==> src/rtl/ro_puf_if.sv <==
// ro_puf_if: start/busy/done handshake and result bus of the ring-oscillator PUF engine.
// master = requester side (drives enable/challenge), slave = engine side.
interface ro_puf_if #(
  parameter int RESP_BITS = 4,
  parameter int SEL_W     = 3,
  parameter int CNT_W     = 8
);
  logic                          enable;
  logic [RESP_BITS*2*SEL_W-1:0]  challenge;
  logic                          busy;
  logic                          done;
  logic [RESP_BITS-1:0]          response;
  logic [CNT_W-1:0]              count_a;
  logic [CNT_W-1:0]              count_b;
  logic [RESP_BITS-1:0]          stable_mask;

  modport master (
    output enable, challenge,
    input  busy, done, response, count_a, count_b, stable_mask
  );

  modport slave (
    input  enable, challenge,
    output busy, done, response, count_a, count_b, stable_mask
  );
endinterface

==> src/rtl/ro_puf_engine.sv <==
// ro_puf_engine: ring-oscillator PUF. For each of RESP_BITS oscillator pairs in the
// latched challenge, counts rising edges of both selected oscillators over MEAS_CYC
// clocks (saturating) and sets response bit i when count_a > count_b (ties give 0).
// Optional feature macro RO_PUF_MARGIN_EN: per-bit stability flag |a-b| >= MARGIN;
// without it stable_mask is simply driven all-ones after the first compare.
module ro_puf_engine #(
  parameter int N_RO      = 8,
  parameter int SEL_W     = 3,
  parameter int CNT_W     = 8,
  parameter int MEAS_CYC  = 256,
  parameter int RESP_BITS = 4
`ifdef RO_PUF_MARGIN_EN
  ,
  parameter int MARGIN    = 4
`endif
) (
  input  logic             clk,
  input  logic             reset,
  input  logic [N_RO-1:0]  ro_in,
  ro_puf_if.slave          bus
);

  localparam int CH_W  = RESP_BITS * 2 * SEL_W;
  localparam int IDX_W = (RESP_BITS > 1) ? $clog2(RESP_BITS) : 1;
  localparam int WIN_W = $clog2(MEAS_CYC);

  localparam logic [WIN_W-1:0] WIN_LAST = WIN_W'(MEAS_CYC - 1);
  localparam logic [IDX_W-1:0] IDX_LAST = IDX_W'(RESP_BITS - 1);
  localparam logic [CNT_W-1:0] CNT_MAX  = {CNT_W{1'b1}};

  typedef enum logic [2:0] {
    S_IDLE    = 3'd0,
    S_CLEAR   = 3'd1,
    S_MEASURE = 3'd2,
    S_COMPARE = 3'd3,
    S_DONE    = 3'd4
  } state_t;

  state_t               state_q, state_d;
  logic [CH_W-1:0]      chal_q, chal_d;
  logic [IDX_W-1:0]     idx_q, idx_d;
  logic [WIN_W-1:0]     win_q, win_d;
  logic [CNT_W-1:0]     cnt_a_q, cnt_a_d;
  logic [CNT_W-1:0]     cnt_b_q, cnt_b_d;
  logic                 busy_q, busy_d;
  logic                 done_q, done_d;
  logic [RESP_BITS-1:0] response_q, response_d;
  logic [CNT_W-1:0]     count_a_q, count_a_d;
  logic [CNT_W-1:0]     count_b_q, count_b_d;
  logic [RESP_BITS-1:0] stable_q, stable_d;
  logic [N_RO-1:0]      sync1_q, sync1_d;
  logic [N_RO-1:0]      sync2_q, sync2_d;
  logic [N_RO-1:0]      hist_q, hist_d;

  logic [N_RO-1:0]      rise_s;
  logic [2*SEL_W-1:0]   pair_s;
  logic [SEL_W-1:0]     sel_a_s;
  logic [SEL_W-1:0]     sel_b_s;
  logic                 rise_a_s;
  logic                 rise_b_s;

`ifdef RO_PUF_MARGIN_EN
  localparam logic [CNT_W:0] MARGIN_V = (CNT_W + 1)'(MARGIN);
  logic [CNT_W:0] diff_s;

  // Unsigned absolute count difference, one bit wider than the counters.
  always_comb begin
    diff_s = '0;
    if (cnt_a_q >= cnt_b_q) begin
      diff_s = {1'b0, cnt_a_q} - {1'b0, cnt_b_q};
    end else begin
      diff_s = {1'b0, cnt_b_q} - {1'b0, cnt_a_q};
    end
  end
`endif

  // Select the oscillator pair under evaluation and its synchronised rising edges.
  always_comb begin
    rise_s   = sync2_q & ~hist_q;
    pair_s   = chal_q[idx_q * (2 * SEL_W) +: 2 * SEL_W];
    sel_a_s  = pair_s[2*SEL_W-1:SEL_W];
    sel_b_s  = pair_s[SEL_W-1:0];
    rise_a_s = rise_s[sel_a_s];
    rise_b_s = rise_s[sel_b_s];
  end

  // Next-state and datapath: synchroniser shift, FSM sequencing, counting, compare.
  always_comb begin
    state_d    = state_q;
    chal_d     = chal_q;
    idx_d      = idx_q;
    win_d      = win_q;
    cnt_a_d    = cnt_a_q;
    cnt_b_d    = cnt_b_q;
    response_d = response_q;
    count_a_d  = count_a_q;
    count_b_d  = count_b_q;
    stable_d   = stable_q;
    sync1_d    = ro_in;
    sync2_d    = sync1_q;
    hist_d     = sync2_q;

    case (state_q)
      S_IDLE: begin
        if (bus.enable) begin
          chal_d     = bus.challenge;
          response_d = '0;
          stable_d   = '0;
          idx_d      = '0;
          state_d    = S_CLEAR;
        end else begin
          state_d    = S_IDLE;
        end
      end
      S_CLEAR: begin
        cnt_a_d = '0;
        cnt_b_d = '0;
        win_d   = '0;
        state_d = S_MEASURE;
      end
      S_MEASURE: begin
        // Counters stick at all-ones rather than wrapping.
        if (rise_a_s && (cnt_a_q != CNT_MAX)) begin
          cnt_a_d = cnt_a_q + 1'b1;
        end else begin
          cnt_a_d = cnt_a_q;
        end
        if (rise_b_s && (cnt_b_q != CNT_MAX)) begin
          cnt_b_d = cnt_b_q + 1'b1;
        end else begin
          cnt_b_d = cnt_b_q;
        end
        if (win_q == WIN_LAST) begin
          state_d = S_COMPARE;
        end else begin
          win_d   = win_q + 1'b1;
        end
      end
      S_COMPARE: begin
        response_d[idx_q] = (cnt_a_q > cnt_b_q);
        count_a_d         = cnt_a_q;
        count_b_d         = cnt_b_q;
`ifdef RO_PUF_MARGIN_EN
        stable_d[idx_q]   = (sel_a_s != sel_b_s) && (diff_s >= MARGIN_V);
`else
        stable_d          = {RESP_BITS{1'b1}};
`endif
        if (idx_q == IDX_LAST) begin
          state_d = S_DONE;
        end else begin
          idx_d   = idx_q + 1'b1;
          state_d = S_CLEAR;
        end
      end
      S_DONE: begin
        state_d = S_IDLE;
      end
      default: begin
        state_d = S_IDLE;
      end
    endcase

    // busy follows the next state so it falls exactly as IDLE is re-entered;
    // done is the registered image of the DONE state, a single-cycle pulse.
    busy_d = (state_d != S_IDLE);
    done_d = (state_q == S_DONE);
  end

  // State and output registers with asynchronous clear.
  always_ff @(posedge clk or posedge reset) begin
    if (reset) begin
      state_q    <= S_IDLE;
      chal_q     <= '0;
      idx_q      <= '0;
      win_q      <= '0;
      cnt_a_q    <= '0;
      cnt_b_q    <= '0;
      busy_q     <= 1'b0;
      done_q     <= 1'b0;
      response_q <= '0;
      count_a_q  <= '0;
      count_b_q  <= '0;
      stable_q   <= '0;
      sync1_q    <= '0;
      sync2_q    <= '0;
      hist_q     <= '0;
    end else begin
      state_q    <= state_d;
      chal_q     <= chal_d;
      idx_q      <= idx_d;
      win_q      <= win_d;
      cnt_a_q    <= cnt_a_d;
      cnt_b_q    <= cnt_b_d;
      busy_q     <= busy_d;
      done_q     <= done_d;
      response_q <= response_d;
      count_a_q  <= count_a_d;
      count_b_q  <= count_b_d;
      stable_q   <= stable_d;
      sync1_q    <= sync1_d;
      sync2_q    <= sync2_d;
      hist_q     <= hist_d;
    end
  end

  assign bus.busy        = busy_q;
  assign bus.done        = done_q;
  assign bus.response    = response_q;
  assign bus.count_a     = count_a_q;
  assign bus.count_b     = count_b_q;
  assign bus.stable_mask = stable_q;

endmodule

==> src/flat_wrapper.sv <==
// flat-port wrapper written by rule: the top's interface ports become plain ports
module ro_puf_engine_flat 
#(
  parameter int N_RO      = 8,
  parameter int SEL_W     = 3,
  parameter int CNT_W     = 8,
  parameter int MEAS_CYC  = 256,
  parameter int RESP_BITS = 4

)
  (clk, reset, ro_in, bus_enable, bus_challenge, bus_busy, bus_done, bus_response, bus_count_a, bus_count_b, bus_stable_mask);
  ro_puf_if #(.RESP_BITS(RESP_BITS), .SEL_W(SEL_W), .CNT_W(CNT_W)) bus_i ();
  input  logic clk;
  input  logic reset;
  input  logic [N_RO-1:0] ro_in;
  input wire logic [$bits(bus_i.enable)-1:0] bus_enable;
  input wire logic [$bits(bus_i.challenge)-1:0] bus_challenge;
  output wire logic [$bits(bus_i.busy)-1:0] bus_busy;
  output wire logic [$bits(bus_i.done)-1:0] bus_done;
  output wire logic [$bits(bus_i.response)-1:0] bus_response;
  output wire logic [$bits(bus_i.count_a)-1:0] bus_count_a;
  output wire logic [$bits(bus_i.count_b)-1:0] bus_count_b;
  output wire logic [$bits(bus_i.stable_mask)-1:0] bus_stable_mask;
  assign bus_i.enable = bus_enable;
  assign bus_i.challenge = bus_challenge;
  assign bus_busy = bus_i.busy;
  assign bus_done = bus_i.done;
  assign bus_response = bus_i.response;
  assign bus_count_a = bus_i.count_a;
  assign bus_count_b = bus_i.count_b;
  assign bus_stable_mask = bus_i.stable_mask;
  ro_puf_engine #(.N_RO(N_RO), .SEL_W(SEL_W), .CNT_W(CNT_W), .MEAS_CYC(MEAS_CYC), .RESP_BITS(RESP_BITS)) u_core (.clk(clk), .reset(reset), .ro_in(ro_in), .bus(bus_i));
endmodule
==> config.mk <==
export PLATFORM = sky130hd
export DESIGN_NAME = ro_puf_engine_flat
export DESIGN_NICKNAME = d
export VERILOG_FILES = /design/src/rtl/ro_puf_if.sv /design/src/rtl/ro_puf_engine.sv /design/src/flat_wrapper.sv
export SDC_FILE = /design/constraint.sdc
export NUM_CORES = 1
export LEC_CHECK = 0
export BUFFER_PORTS_ARGS = -buffer_cell sky130_fd_sc_hd__buf_2
export CAP_MARGIN = 0
export CORE_MARGIN = 2
export CORE_UTILIZATION = 48
export DETAILED_ROUTE_END_ITERATION = 10
export PLACE_DENSITY_LB_ADDON = 0.05
export SETUP_SLACK_MARGIN = 0.05
export SYNTH_ARGS = -nofsm -noshare
export SYNTH_HDL_FRONTEND = slang
export SYNTH_SLANG_ARGS = --single-unit
export TNS_END_PERCENT = 100
==> constraint.sdc <==
create_clock -name clk -period 2.8 [get_ports clk]
set_clock_uncertainty 0.15 [all_clocks]
set_input_delay 0.14 -clock clk [delete_from_list [all_inputs] [get_ports clk]]
set_output_delay 0.14 -clock clk [all_outputs]
set_load 0.03 [all_outputs]
==> metrics.csv <==
metric;value;unit
outcome;completed;
Post-synth EDFFs;0;
antenna cells;0;
syn avg cell area;10.3;um^2
first-pass GRT wire length;15700;um
leakage power total;2.71;nW
total power;3.26;mW
most frequent cells in the layout;120 x nand2_1, 100 x dfrtp_1, 60 x buf_2, 33 x dlygate4sd3_1, 26 x o21ai_0;
CTS root buffer;clkbuf_8;
number of remaining DRC errors;0;
largest net degree at the start of global routing;52;
cell internal pwr;2.30;mW
Hold WC Path Type;in -> async;
Final Max Slew Viols;0;
chip width;101;um
post-synthesis sequential area ratio;0.556;
H-tree depth;3;
clock-pin slew on the worst setup and hold paths;0.09;ns
final period utilization;0.931;
iteration count of the initial detailed-routing pass;4;
Final Critical Period;2.61;ns
Fmax;384;MHz
Yosys reg bits;100;
Max Cap Viol;0;
share of cells above drive strength 1;0.198;
gr usage total;0.197;
Setup TNS Final;0;ns
Overflow after GRT;0;
total routed wirelength;9280;um
Sequential Power Share;0.526;
Routed Antenna Nets;0;
Layout area overhead;21.5;%
switching power;0.959;mW
Synth Flop Type;dfrtp_1;
Rel. slew slack;0.592;
Max Buffers Root-to-Sink;2;
Placer Congestion;0.783;
CP Launch Type;flip-flop;
Worst VDD drop;0.000337;V
initial antenna violation count;0;
Starting Density;0.492;
ys async rst share;1.00;
PortBufs;60;
clock latency on the worst-skew pair;0.36;ns
cts bufs inserted;9;
Arrival @ worst endpoint;2.70;ns
drt via density;5.17;
yosys warns;0;
DP HPWL;6360;um
Synth Instances;437;
DR WL/cell;14.4;um
CTS resizes;0;
Critical Path Fanout Max;5;
P per Cell Area;596;nW/um^2
final setup violation count;0;
Required @ worst endpoint;2.90;ns
most common cell after layout, fill and taps aside;nand2_1;
Ports;61;
number of global-route vias before repair;3268;
die area;10200;um^2
Via Count;3342;
Final nets;580;
Clk pwr share;0.283;
final hold vios;0;
Initial DRC Count;115;
Logic pwr share;0.191;
row count;35;
Synthesized Nets;487;
RSZ-0062 raised after global routing;false;
DIE HEIGHT;101;um
Switching Fraction;0.294;
area of the core;9150;um^2
CP Capture Type;flip-flop;
clock sink total;100;
Worst Setup Path Type;reg -> reg;
Slew @ Worst Pin;0.612;ns
hold slack;0.110;ns
synthesized area;4500;um^2
CTS tree;done;
Cell variety after synth;52;
## registers in the layout, summed over array words and instances (netlist names), 2 cells and up
register / cells
u_core.bus.count_a: 8
u_core.bus.count_b: 8
u_core.bus.response: 4
u_core.chal_q: 24
u_core.cnt_a_q: 8
u_core.cnt_b_q: 8
u_core.hist_d: 8
u_core.hist_q: 8
u_core.idx_q: 2
u_core.state_q: 3
u_core.sync1_q: 8
u_core.win_q: 8
## path summary, 6_finish.rpt
kind	cells past startpoint	endpoint	start	slack [ns]
setup / recovery	6	u_core.cnt_b_q[3]$_DFFE_PP0P_	u_core.idx_q[0]$_DFFE_PP0P_	0.19
hold / removal	3	u_core.hist_d[5]$_DFF_PP0_	reset	0.11
setup reg to reg	6	u_core.cnt_b_q[3]$_DFFE_PP0P_	u_core.idx_q[0]$_DFFE_PP0P_	0.19
hold reg to reg	0	u_core.hist_d[1]$_DFF_PP0_	u_core.sync1_q[1]$_DFF_PP0_	0.20
max in group asynchronous	4	u_core.win_q[4]$_DFFE_PP0P_	reset	1.63
min in group clk	0	u_core.hist_d[1]$_DFF_PP0_	u_core.sync1_q[1]$_DFF_PP0_	0.20
## critical path, stage by stage (launching register included)
cell and delay [ns]:
dfrtp_1 0.51, mux4_2 0.63, mux2i_1 0.15, mux2_2 0.28
mux2_4 0.30, and2_4 0.16, a221o_1 0.31
## final cells by class
cell class | count | area, um^2
Sequential cell | 100 | 2500
Multi-Input combinational cell | 300 | 1850
Fill cell | 787 | 3690
Timing Repair Buffer | 103 | 718
Inverter | 16 | 63.8
Clock inverter | 7 | 73.8
Clock buffer | 9 | 124
Tap cell | 111 | 139
## per-layer routing
layer,track usage,up-vias,routed length (um),part of all wire
met4,0.0537,0,69,0.0074
met3,0.0465,7,304,0.033
met2,0.310,60,4400,0.47
li1,-,1672,-,-
met5,0,-,0,0
met1,0.276,1603,4510,0.49
## stage by stage
step                 util  cell area [um^2]  worst slack, ns  instances
global route        0.597              5470           0.0513        646
CTS                 0.597              5470            0.189        646
finish              0.597              5470            0.193        646
detailed placement  0.540              4940            0.203        597
global placement    0.540              4940            0.277        597
floorplan               -              4500            0.304        437
## timing repair
action / 4_1_cts / 5_1_grt
buffers inserted: 0 / 0
hold endpoints to repair: 116 / 0
hold buffers: 33 / 0
## power groups by stage
stage / logic, mW / clock network [mW] / registers (mW)
5_1_grt: 0.726 / 1.02 / 1.74
4_1_cts: 0.629 / 0.963 / 1.71
3_5_place_dp: 0.589 / 0 / 1.74
2_1_floorplan: 0.465 / 0 / 1.69
6_report: 0.622 / 0.922 / 1.71
3_3_place_gp: 0.571 / 0 / 1.74
## synthesized netlist by cell type (2+ instances only)
library cell  number  area share
a211o_1            2      0.0039
o311ai_0           2      0.0039
o22a_1             4      0.0078
nand2_1          120        0.10
nand2b_1           9       0.013
nand4b_1           2      0.0039
nor2_1            14       0.012
buf_4              3      0.0050
ha_1              15       0.042
and3_1             8       0.011
nand4_1            8       0.011
clkbuf_1          15       0.013
buf_2              2      0.0022
nand3_1           19       0.021
xor2_1             3      0.0058
o21ai_0           26       0.029
o22ai_1            2      0.0028
dfrtp_1          100        0.56
a21o_1             3      0.0050
mux2i_1            6       0.013
nor3_1             2      0.0022
mux2_4             2      0.0067
a21oi_1            5      0.0056
and2_1             3      0.0042
inv_1             16       0.013
o31ai_1            3      0.0050
mux2_2             4       0.010
o21a_1             3      0.0050
or3_1              3      0.0042
mux4_2             5       0.025
nor2b_1            7      0.0097
## cells by family (layout without fill, tap and decap cells)
kind of cell             Yosys count  in the layout  share of synthesized area
AND/OR/NAND/NOR                  204            204                      0.211
flip-flops                       100            100                      0.556
AO/OA/AOI/OAI                     60             60                     0.0890
buffers and inverters             37            135                     0.0356
multiplexers                      18             18                     0.0609
adder cells (fa/ha/maj)           15             15                     0.0417
XOR/XNOR                           3              3                    0.00584
No activity file was read; power rests on OpenSTA's default activity.
